--- config.mk ---
export PLATFORM = sky130hd
export DESIGN_NAME = execute_stage
export DESIGN_NICKNAME = d
export VERILOG_FILES = /design/src/rtl/execute_stage.sv
export SDC_FILE = /design/constraint.sdc
export NUM_CORES = 1
export LEC_CHECK = 0
export ABC_AREA = 0
export CORE_UTILIZATION = 54
export CTS_BUF_LIST = sky130_fd_sc_hd__clkbuf_2 sky130_fd_sc_hd__clkbuf_4 sky130_fd_sc_hd__clkbuf_8
export CTS_CLUSTER_SIZE = 16
export DETAILED_ROUTE_END_ITERATION = 10
export PLACE_DENSITY = 0.87
export SETUP_SLACK_MARGIN = 0.02
export SYNTH_ARGS = -nofsm -noshare
export SYNTH_HDL_FRONTEND = slang
export SYNTH_SLANG_ARGS = --single-unit
--- constraint.sdc ---
create_clock -name clk -period 7.8 [get_ports clk]
set_input_delay 0.78 -clock clk [delete_from_list [all_inputs] [get_ports clk]]
set_output_delay 0.78 -clock clk [all_outputs]
set_load 0.01 [all_outputs]
--- src/rtl/execute_stage.sv ---
`default_nettype none
// ============================================================================
// Module   : execute_stage
// Purpose  : Pipelined RISC-V execute stage: ID/EX register, operand forwarding,
//            ALU, branch/jump resolution and EX/MEM register.
// Revision : 1.0 - initial release
// ============================================================================
module execute_stage #(
  parameter int XLEN = 32
) (
  input  logic            clk,
  input  logic            rst,
  input  logic            stall_e,
  input  logic            flush_e,
  input  logic [2:0]      alu_control_d,
  input  logic            alu_src_d,
  input  logic            reg_write_d,
  input  logic            mem_write_d,
  input  logic [1:0]      result_src_d,
  input  logic            branch_d,
  input  logic            jump_d,
  input  logic [XLEN-1:0] rd1_d,
  input  logic [XLEN-1:0] rd2_d,
  input  logic [XLEN-1:0] imm_ext_d,
  input  logic [XLEN-1:0] pc_d,
  input  logic [4:0]      rs1_d,
  input  logic [4:0]      rs2_d,
  input  logic [4:0]      rd_d,
  input  logic            reg_write_w,
  input  logic [4:0]      rd_w,
  input  logic [XLEN-1:0] result_w,
  output logic [4:0]      rd_e,
  output logic            load_e,
  output logic            pc_src_e,
  output logic [XLEN-1:0] pc_target_e,
  output logic            reg_write_m,
  output logic            mem_write_m,
  output logic [1:0]      result_src_m,
  output logic [XLEN-1:0] alu_result_m,
  output logic [XLEN-1:0] write_data_m,
  output logic [4:0]      rd_m,
  output logic [XLEN-1:0] pc_plus4_m
);

  localparam logic [2:0] c_ALU_ADD = 3'b000;
  localparam logic [2:0] c_ALU_SUB = 3'b001;
  localparam logic [2:0] c_ALU_AND = 3'b010;
  localparam logic [2:0] c_ALU_OR  = 3'b011;
  localparam logic [2:0] c_ALU_SLT = 3'b101;
  localparam logic [1:0] c_RES_MEM = 2'b01;

  logic [2:0]      alu_control_e_q, alu_control_e_d;
  logic            alu_src_e_q, alu_src_e_d;
  logic            reg_write_e_q, reg_write_e_d;
  logic            mem_write_e_q, mem_write_e_d;
  logic [1:0]      result_src_e_q, result_src_e_d;
  logic            branch_e_q, branch_e_d;
  logic            jump_e_q, jump_e_d;
  logic [XLEN-1:0] rd1_e_q, rd1_e_d;
  logic [XLEN-1:0] rd2_e_q, rd2_e_d;
  logic [XLEN-1:0] imm_ext_e_q, imm_ext_e_d;
  logic [XLEN-1:0] pc_e_q, pc_e_d;
  logic [4:0]      rs1_e_q, rs1_e_d;
  logic [4:0]      rs2_e_q, rs2_e_d;
  logic [4:0]      rd_e_q, rd_e_d;

  logic            reg_write_m_q;
  logic            mem_write_m_q;
  logic [1:0]      result_src_m_q;
  logic [XLEN-1:0] alu_result_m_q;
  logic [XLEN-1:0] write_data_m_q;
  logic [4:0]      rd_m_q;
  logic [XLEN-1:0] pc_plus4_m_q;

  logic [XLEN-1:0] w_src_a_e;
  logic [XLEN-1:0] w_fwd_b_e;
  logic [XLEN-1:0] w_src_b_e;
  logic [XLEN-1:0] w_alu_result_e;
  logic [XLEN-1:0] w_pc_plus4_e;
  logic            w_zero_e;

  // Flush clears every field so a bubble can never match a forwarding source.
  always_comb begin
    alu_control_e_d = alu_control_e_q;
    alu_src_e_d     = alu_src_e_q;
    reg_write_e_d   = reg_write_e_q;
    mem_write_e_d   = mem_write_e_q;
    result_src_e_d  = result_src_e_q;
    branch_e_d      = branch_e_q;
    jump_e_d        = jump_e_q;
    rd1_e_d         = rd1_e_q;
    rd2_e_d         = rd2_e_q;
    imm_ext_e_d     = imm_ext_e_q;
    pc_e_d          = pc_e_q;
    rs1_e_d         = rs1_e_q;
    rs2_e_d         = rs2_e_q;
    rd_e_d          = rd_e_q;
    if (flush_e) begin
      alu_control_e_d = '0;
      alu_src_e_d     = 1'b0;
      reg_write_e_d   = 1'b0;
      mem_write_e_d   = 1'b0;
      result_src_e_d  = '0;
      branch_e_d      = 1'b0;
      jump_e_d        = 1'b0;
      rd1_e_d         = '0;
      rd2_e_d         = '0;
      imm_ext_e_d     = '0;
      pc_e_d          = '0;
      rs1_e_d         = '0;
      rs2_e_d         = '0;
      rd_e_d          = '0;
    end else if (!stall_e) begin
      alu_control_e_d = alu_control_d;
      alu_src_e_d     = alu_src_d;
      reg_write_e_d   = reg_write_d;
      mem_write_e_d   = mem_write_d;
      result_src_e_d  = result_src_d;
      branch_e_d      = branch_d;
      jump_e_d        = jump_d;
      rd1_e_d         = rd1_d;
      rd2_e_d         = rd2_d;
      imm_ext_e_d     = imm_ext_d;
      pc_e_d          = pc_d;
      rs1_e_d         = rs1_d;
      rs2_e_d         = rs2_d;
      rd_e_d          = rd_d;
    end
  end

  always_ff @(posedge clk) begin
    if (rst) begin
      alu_control_e_q <= '0;
      alu_src_e_q     <= 1'b0;
      reg_write_e_q   <= 1'b0;
      mem_write_e_q   <= 1'b0;
      result_src_e_q  <= '0;
      branch_e_q      <= 1'b0;
      jump_e_q        <= 1'b0;
      rd1_e_q         <= '0;
      rd2_e_q         <= '0;
      imm_ext_e_q     <= '0;
      pc_e_q          <= '0;
      rs1_e_q         <= '0;
      rs2_e_q         <= '0;
      rd_e_q          <= '0;
    end else begin
      alu_control_e_q <= alu_control_e_d;
      alu_src_e_q     <= alu_src_e_d;
      reg_write_e_q   <= reg_write_e_d;
      mem_write_e_q   <= mem_write_e_d;
      result_src_e_q  <= result_src_e_d;
      branch_e_q      <= branch_e_d;
      jump_e_q        <= jump_e_d;
      rd1_e_q         <= rd1_e_d;
      rd2_e_q         <= rd2_e_d;
      imm_ext_e_q     <= imm_ext_e_d;
      pc_e_q          <= pc_e_d;
      rs1_e_q         <= rs1_e_d;
      rs2_e_q         <= rs2_e_d;
      rd_e_q          <= rd_e_d;
    end
  end

  // The M-stage result is younger than W, so it takes priority.
  always_comb begin
    w_src_a_e = rd1_e_q;
    if (reg_write_m_q && (rd_m_q != 5'd0) && (rd_m_q == rs1_e_q)) begin
      w_src_a_e = alu_result_m_q;
    end else if (reg_write_w && (rd_w != 5'd0) && (rd_w == rs1_e_q)) begin
      w_src_a_e = result_w;
    end

    w_fwd_b_e = rd2_e_q;
    if (reg_write_m_q && (rd_m_q != 5'd0) && (rd_m_q == rs2_e_q)) begin
      w_fwd_b_e = alu_result_m_q;
    end else if (reg_write_w && (rd_w != 5'd0) && (rd_w == rs2_e_q)) begin
      w_fwd_b_e = result_w;
    end
  end

  assign w_src_b_e = alu_src_e_q ? imm_ext_e_q : w_fwd_b_e;

  always_comb begin
    w_alu_result_e = '0;
    case (alu_control_e_q)
      c_ALU_ADD: w_alu_result_e = w_src_a_e + w_src_b_e;
      c_ALU_SUB: w_alu_result_e = w_src_a_e - w_src_b_e;
      c_ALU_AND: w_alu_result_e = w_src_a_e & w_src_b_e;
      c_ALU_OR:  w_alu_result_e = w_src_a_e | w_src_b_e;
      c_ALU_SLT: w_alu_result_e = {{(XLEN-1){1'b0}}, ($signed(w_src_a_e) < $signed(w_src_b_e))};
      default:   w_alu_result_e = '0;
    endcase
  end

  assign w_zero_e     = (w_alu_result_e == '0);
  assign w_pc_plus4_e = pc_e_q + XLEN'(4);
  assign pc_target_e  = pc_e_q + imm_ext_e_q;
  assign pc_src_e     = (branch_e_q & w_zero_e) | jump_e_q;
  assign rd_e         = rd_e_q;
  assign load_e       = (result_src_e_q == c_RES_MEM);

  // EX/MEM ignores stall_e: a held instruction is simply re-issued downstream.
  always_ff @(posedge clk) begin
    if (rst) begin
      reg_write_m_q  <= 1'b0;
      mem_write_m_q  <= 1'b0;
      result_src_m_q <= '0;
      alu_result_m_q <= '0;
      write_data_m_q <= '0;
      rd_m_q         <= '0;
      pc_plus4_m_q   <= '0;
    end else begin
      reg_write_m_q  <= reg_write_e_q;
      mem_write_m_q  <= mem_write_e_q;
      result_src_m_q <= result_src_e_q;
      alu_result_m_q <= w_alu_result_e;
      write_data_m_q <= w_fwd_b_e;
      rd_m_q         <= rd_e_q;
      pc_plus4_m_q   <= w_pc_plus4_e;
    end
  end

  assign reg_write_m  = reg_write_m_q;
  assign mem_write_m  = mem_write_m_q;
  assign result_src_m = result_src_m_q;
  assign alu_result_m = alu_result_m_q;
  assign write_data_m = write_data_m_q;
  assign rd_m         = rd_m_q;
  assign pc_plus4_m   = pc_plus4_m_q;

endmodule
`default_nettype wire

# Yosys cells after proc, flatten, opt, wreduce, memory -nomap -nowiden
# Index checks and enable logic that the tools add are counted.
dict set report totals {
  wordCells 56
  inputBits 195
  ff_bits 258
  output_inout_bits 144
}
dict set report classes {
  eq_ne 9
  n_lt_le_gt_ge 1
  bitwise_logic 4
  reduce_logical 11
  n_addsub 4
  muxes 6
}
# operator count
set op_table {}
lappend op_table {{$mux 32} 5}
lappend op_table {{$pmux 32 s5} 1}
lappend op_table {{$add 32x32->32} 2}
lappend op_table {{$add 32x3->32 const B} 1}
lappend op_table {{$and 32x32->32} 1}
lappend op_table {{$logic_not 32->1} 1}
lappend op_table {{$lt 32x32->1} 1}
lappend op_table {{$or 32x32->32} 1}
lappend op_table {{$sub 32x32->32} 1}
lappend op_table {{$eq 5x5->1} 4}
lappend op_table {{$reduce_bool 5->1} 2}
lappend op_table {{$eq 3x2->1 const B} 2}
lappend op_table {{$logic_and 1x1->1} 6}
lappend op_table {{$eq 3x1->1 const B} 1}
lappend op_table {{$eq 3x3->1 const B} 1}
lappend op_table {{$logic_not 3->1} 1}
lappend op_table {{$eq 2x1->1 const B} 1}
lappend op_table {{$reduce_or 2->1} 1}
lappend op_table {{$and 1x1->1} 1}
lappend op_table {{$or 1x1->1} 1}

# Longest topological paths before layout
# Gate-level depths: netlist (run 1).
dict set report logic_depth {
  ltp_word 11
  ltp_mapped 22
}

# Least setup slack after synthesis (run 1)
# OpenSTA, ideal clock, no wires.
dict set report synth_path {
  path_kind {input to output}
  from {input rd_w[4]}
  to {output pc_src_e}
  slack_ns 1.213
  arrival_time_ns 5.807
  path_stages 20
  required_ns 7.020
  n_path_buf 1
  path_cell_list {xnor2_1 nand3_1 nor4_1 clkbuf_1 mux2i_1 a21oi_1 mux2_2 ha_1 fa_1 a211oi_1 o21ai_1 a31oi_2 o21bai_2 a31o_2 nor4b_1 nor4_1 nand2_1 a2111oi_2 nand4_1 o41ai_2}
}
dict set report synth_between {
  elab_chain_cells 11
  word_cells_on_any_way 20
}
# element line
set synth_lines {}
lappend synth_lines {{from (decl)} 30} ;# input logic [4:0] rd_w,
lappend synth_lines {{$reduce_bool 5->1} {170, 177}}
lappend synth_lines {{$logic_and 1x1->1} {170, 177}}
lappend synth_lines {{$logic_and 1x1->1} 177} ;# end else if (reg_write_w && (rd_w != 5'd0) && (rd_w == rs2_e_q)) begin
lappend synth_lines {{$mux 32} 177}
lappend synth_lines {{$mux 32} 175} ;# if (reg_write_m_q && (rd_m_q != 5'd0) && (rd_m_q == rs2_e_q)) begin
lappend synth_lines {{$mux 32} 182} ;# assign w_src_b_e = alu_src_e_q ? imm_ext_e_q : w_fwd_b_e;
lappend synth_lines {{$sub 32x32->32 (tied with other cells)} 188} ;# c_ALU_SUB: w_alu_result_e = w_src_a_e - w_src_b_e;
lappend synth_lines {{$pmux 32 s5 *} 186} ;# case (alu_control_e_q)
lappend synth_lines {{$logic_not 32->1 *} 196} ;# assign w_zero_e = (w_alu_result_e == '0);
lappend synth_lines {{$and 1x1->1 *} 199} ;# assign pc_src_e = (branch_e_q & w_zero_e) | jump_e_q;
lappend synth_lines {{$or 1x1->1 *} 199}
lappend synth_lines {{to (decl)} 34} ;# output logic pc_src_e,
# Mark *: on every way between the ends. The rest lies on a longest branch, timed or not.

# Worst setup path after layout (run 1)
dict set report layout_path {
  from {input rd_w[2]}
  to {output pc_src_e}
}
# The elaborated chain is that of the path after synthesis.

==> impl_metrics.py, run 1 <==
metrics = {
    "sta": {
        "finClkSkew_ps": 34.2,
        "worst_pin_slew_ps": 1060,
        "finalHoldViolCount": 0,
        "finalSetupViolCount": 0,
        "min_period_over_period_pct": 93.1,
        "setup_slack_ps": 538,
        "slew_headroom_pct": 29.4,
        "final_max_slew_viol_count": 0,
        "layout_min_cycle_time_ps": 7260,
        "clock.fmax_mhz": 138,
        "whs_ps": 461,
        "rsz0062_at_grt": "no",
    },
    "min_path": {
        "hold_start": "reg_write_e_q",
        "min_path_type": "reg2reg",
        "holdPathStages": 1,
        "holdPathEnd": "reg_write_m",
    },
    "grt": {
        "antenna_found_initial": 3,
        "grt_max_degree": 95,
        "overflow": 0,
        "grt_use_total_pct": 40.5,
        "grt_pass1_vias": 17900,
        "grt_pass1_wl_um": 104000,
    },
    "final_layout": {
        "mostFrequentLayoutCells": "clkdlybuf4s50_1 (335), nor2_1 (318), dfxtp_1 (257)",
        "fin_cells": 3013,
        "fin_area_um2": 23600,
        "final_layout_size_suffix_gt1_share_pct": 14.6,
        "synthToLayoutAreaGrowth_pct": 35.9,
        "final_common_cell": "clkdlybuf4s50_1",
        "final_nets": 2916,
        "post-route-util_pct": 74.6,
    },
    "detailed_routing": {
        "routed.top_layer": "met4",
        "drtIter0Drc": 1812,
        "routed_wl_um": 68200,
        "wl_met2_um": 29900,
        "drt_first_pass_iters": 5,
        "ant_nets": 0,
        "drc": 0,
        "num_vias": 18200,
        "via_per_inst": 6.04,
        "wl_per_cell_um": 22.6,
        "wl_met3_um": 6390,
        "met1Wirelength_um": 28400,
    },
    "setup_path": {
        "critPathArrivalTime_ps": 6480,
        "crit_buf_inv": 6,
        "rr_startpoint": "rd_m[2]",
        "reg2reg_slack_ps": 2230,
        "startpoint_type": "input pin",
        "critPathRequiredTime_ps": 7020,
        "critPathMaxFanout": 27,
        "r2r_end": "alu_result_m[29]",
        "crit_path_cell_trace": "clkdlybuf4s50_1 -> buf_4 -> xnor2_1 -> nand3_1 -> nor4_2 -> buf_4 -> buf_12 -> mux2i_1 -> a21oi_1 -> mux2_2 -> ha_1 -> a21oi_2 -> o21ai_1 -> a211oi_1 -> buf_4 -> mux2i_1 -> nand3_1 -> nor3_2 -> nand4_1 -> nor4bb_1 -> and4_1 -> nand4_1 -> o41ai_2 -> dlymetal6s2s_1",
        "worstRegToRegCells": 22,
        "end_kind": "output port",
        "cp_slowest_cell": "clkdlybuf4s50_1",
        "worst_path_most_repeated_cell": "buf_4",
        "worstSetupPathType": "in2out",
        "crit_family": "simple AND/OR/NAND/NOR gates",
        "cpPeakStageDelay_ps": 440,
    },
    "logic_synthesis": {
        "synth.ff_latch_count": 258,
        "synth_top_area_cell": "dfxtp_1",
        "synth.top_cell.area_share_pct": 29.8,
        "synth_edf_count": 0,
        "netlist_instances": 2087,
        "synth_top_flop_cell": "dfxtp_1",
        "synthArstFlopShare_pct": 0,
        "mappedNetlistArea_um2": 17300,
        "ys_seq_area_share_pct": 29.8,
        "avgSynthCellArea_um2": 8.30,
        "yosysUniqueCellTypes": 93,
        "yosys-top-cells-area": "dfxtp_1 (30%), mux2i_1 (13%), ha_1 (10%), nor2_1 (6.9%), a21oi_1 (3.9%)",
        "synth_nets": 2424,
        "synth_warnings": 0,
    },
    "clocking": {
        "cts.sinks": 258,
        "cts_buffers": 44,
        "cts_tree": "done",
        "cts_hold_buf": 0,
        "clk_pin_slew_ps": 60,
        "cts-root-buf": "clkbuf_8",
        "clk_latency_ps": 580,
        "htree_levels": 2,
        "clockBufferDepth": 3,
    },
    "placed_design": {
        "place_congestion": 0.993,
        "dpl_cell_area_um2": 22500,
        "post-place-ws_ps": -92.2,
        "hpwl_um": 52100,
        "dp.cells": 2935,
        "io_buffers": 338,
    },
    "flow_run": {
        "maxCapViolCount": 0,
    },
    "floorplanning": {
        "dieWidth_um": 181,
        "die_y_um": 181,
        "rows": 65,
        "core_um2": 31600,
        "dieArea_um2": 32800,
        "start_util_pct": 54.9,
        "ioPinCount": 339,
    },
    "power": {
        "leakage_nw": 10.1,
        "peakVddDrop_mv": 0.129,
        "power_density_nw_per_um2": 157,
    },
    "outcome": {
        "status": "finished clean",
    },
}
## synth_stat cells (all sizes together), types with 12 or more instances
master and count:
clkbuf 84, inv 113, nand2b 20, a21oi 136
nand2 103, nor2b 67, a31oi 13, o211ai 18
o31ai 18, a211oi 23, o21ai 78, nand4 12
xnor2 54, nor3 33, and3 15, buf 29
dfxtp 258, nand3 44, mux2i 232, nor2 319
a21o 22, o21a 12, mux2 31, ha 139
xor2 40, nor4 16, o21bai 19
## per-stage QoR
step                      power (mW)  TNS [ps]
after CTS                       3.66         0
after global routing            3.81         0
after global placement          2.30     -94.2
after floorplan                 1.87         0
final                           3.69         0
after detailed placement        2.32     -92.2
## power breakdown
part	internal, mW	switching, mW
registers	1.37	0.0494
logic	0.455	0.466
clock network	0.779	0.575
## routing by layer
layer,up-vias,track usage [%]
met1,8631,53.4
met3,231,7.76
met2,1046,63.5
met5,-,0
met4,0,19.5
li1,8291,-
## registers in the layout (all words and copies together), names as in the netlist
register         flops
alu_result_m        32
imm_ext_e_q         32
pc_e_q              32
pc_plus4_m          32
rd1_e_q             32
rd2_e_q             32
write_data_m        32
rd_e                 5
rd_m                 5
rs1_e_q              5
rs2_e_q              5
alu_control_e_q      3
result_src_e_q       2
result_src_m         2
alu_src_e_q          1
branch_e_q           1
jump_e_q             1
mem_write_e_q        1
mem_write_m          1
reg_write_e_q        1
reg_write_m          1
## layout make-up
cell class | count | area, um^2
multi-input combinational | 1603 | 11400
fill | 2281 | 8000
sequential | 258 | 5170
timing repair buffer | 559 | 5080
clock buffer | 67 | 835
tap | 402 | 503
inverter | 113 | 424
clock inverter | 8 | 121
antenna | 3 | 7.51
## timing repair
item                                    4_1_cts  5_1_grt
cloned                                        0        0
endpoints found under the setup margin        1        1
endpoints found under the hold margin         0        0
buffers inserted                              0        0
resized for setup                             5       21
## worst max path at each step
stage,from,to,slack [ps],depth (start not counted)
floorplan,rd_w[4],pc_src_e,1210,20
global placement,rd_w[2],pc_src_e,-90,24
detailed placement,rd_w[1],pc_src_e,-90,24
CTS,rd_w[2],pc_src_e,30,22
global route,rd_w[2],pc_src_e,260,24
finish,rd_w[2],pc_src_e,540,24
## cells by family after synthesis
logic type | Yosys count | share of synthesized area, %
xor gates and xnor gates | 94 | 4.75
buffers and inverters | 226 | 5.08
AOI/OAI and AO/OA | 429 | 16.4
and+or+nand+nor | 674 | 18.0
DFF | 258 | 29.8
adders and majority gates | 142 | 10.4
muxes | 264 | 15.5
Power figures use the tool's default switching activity.
==> inputs of run 2 (changes only) <==
Settings changed: SKIP_LAST_GASP set to 1, TNS_END_PERCENT set to 20.
==> results of run 2 <==
No change in the layout: final DEF, timing and power equal those of run 1.
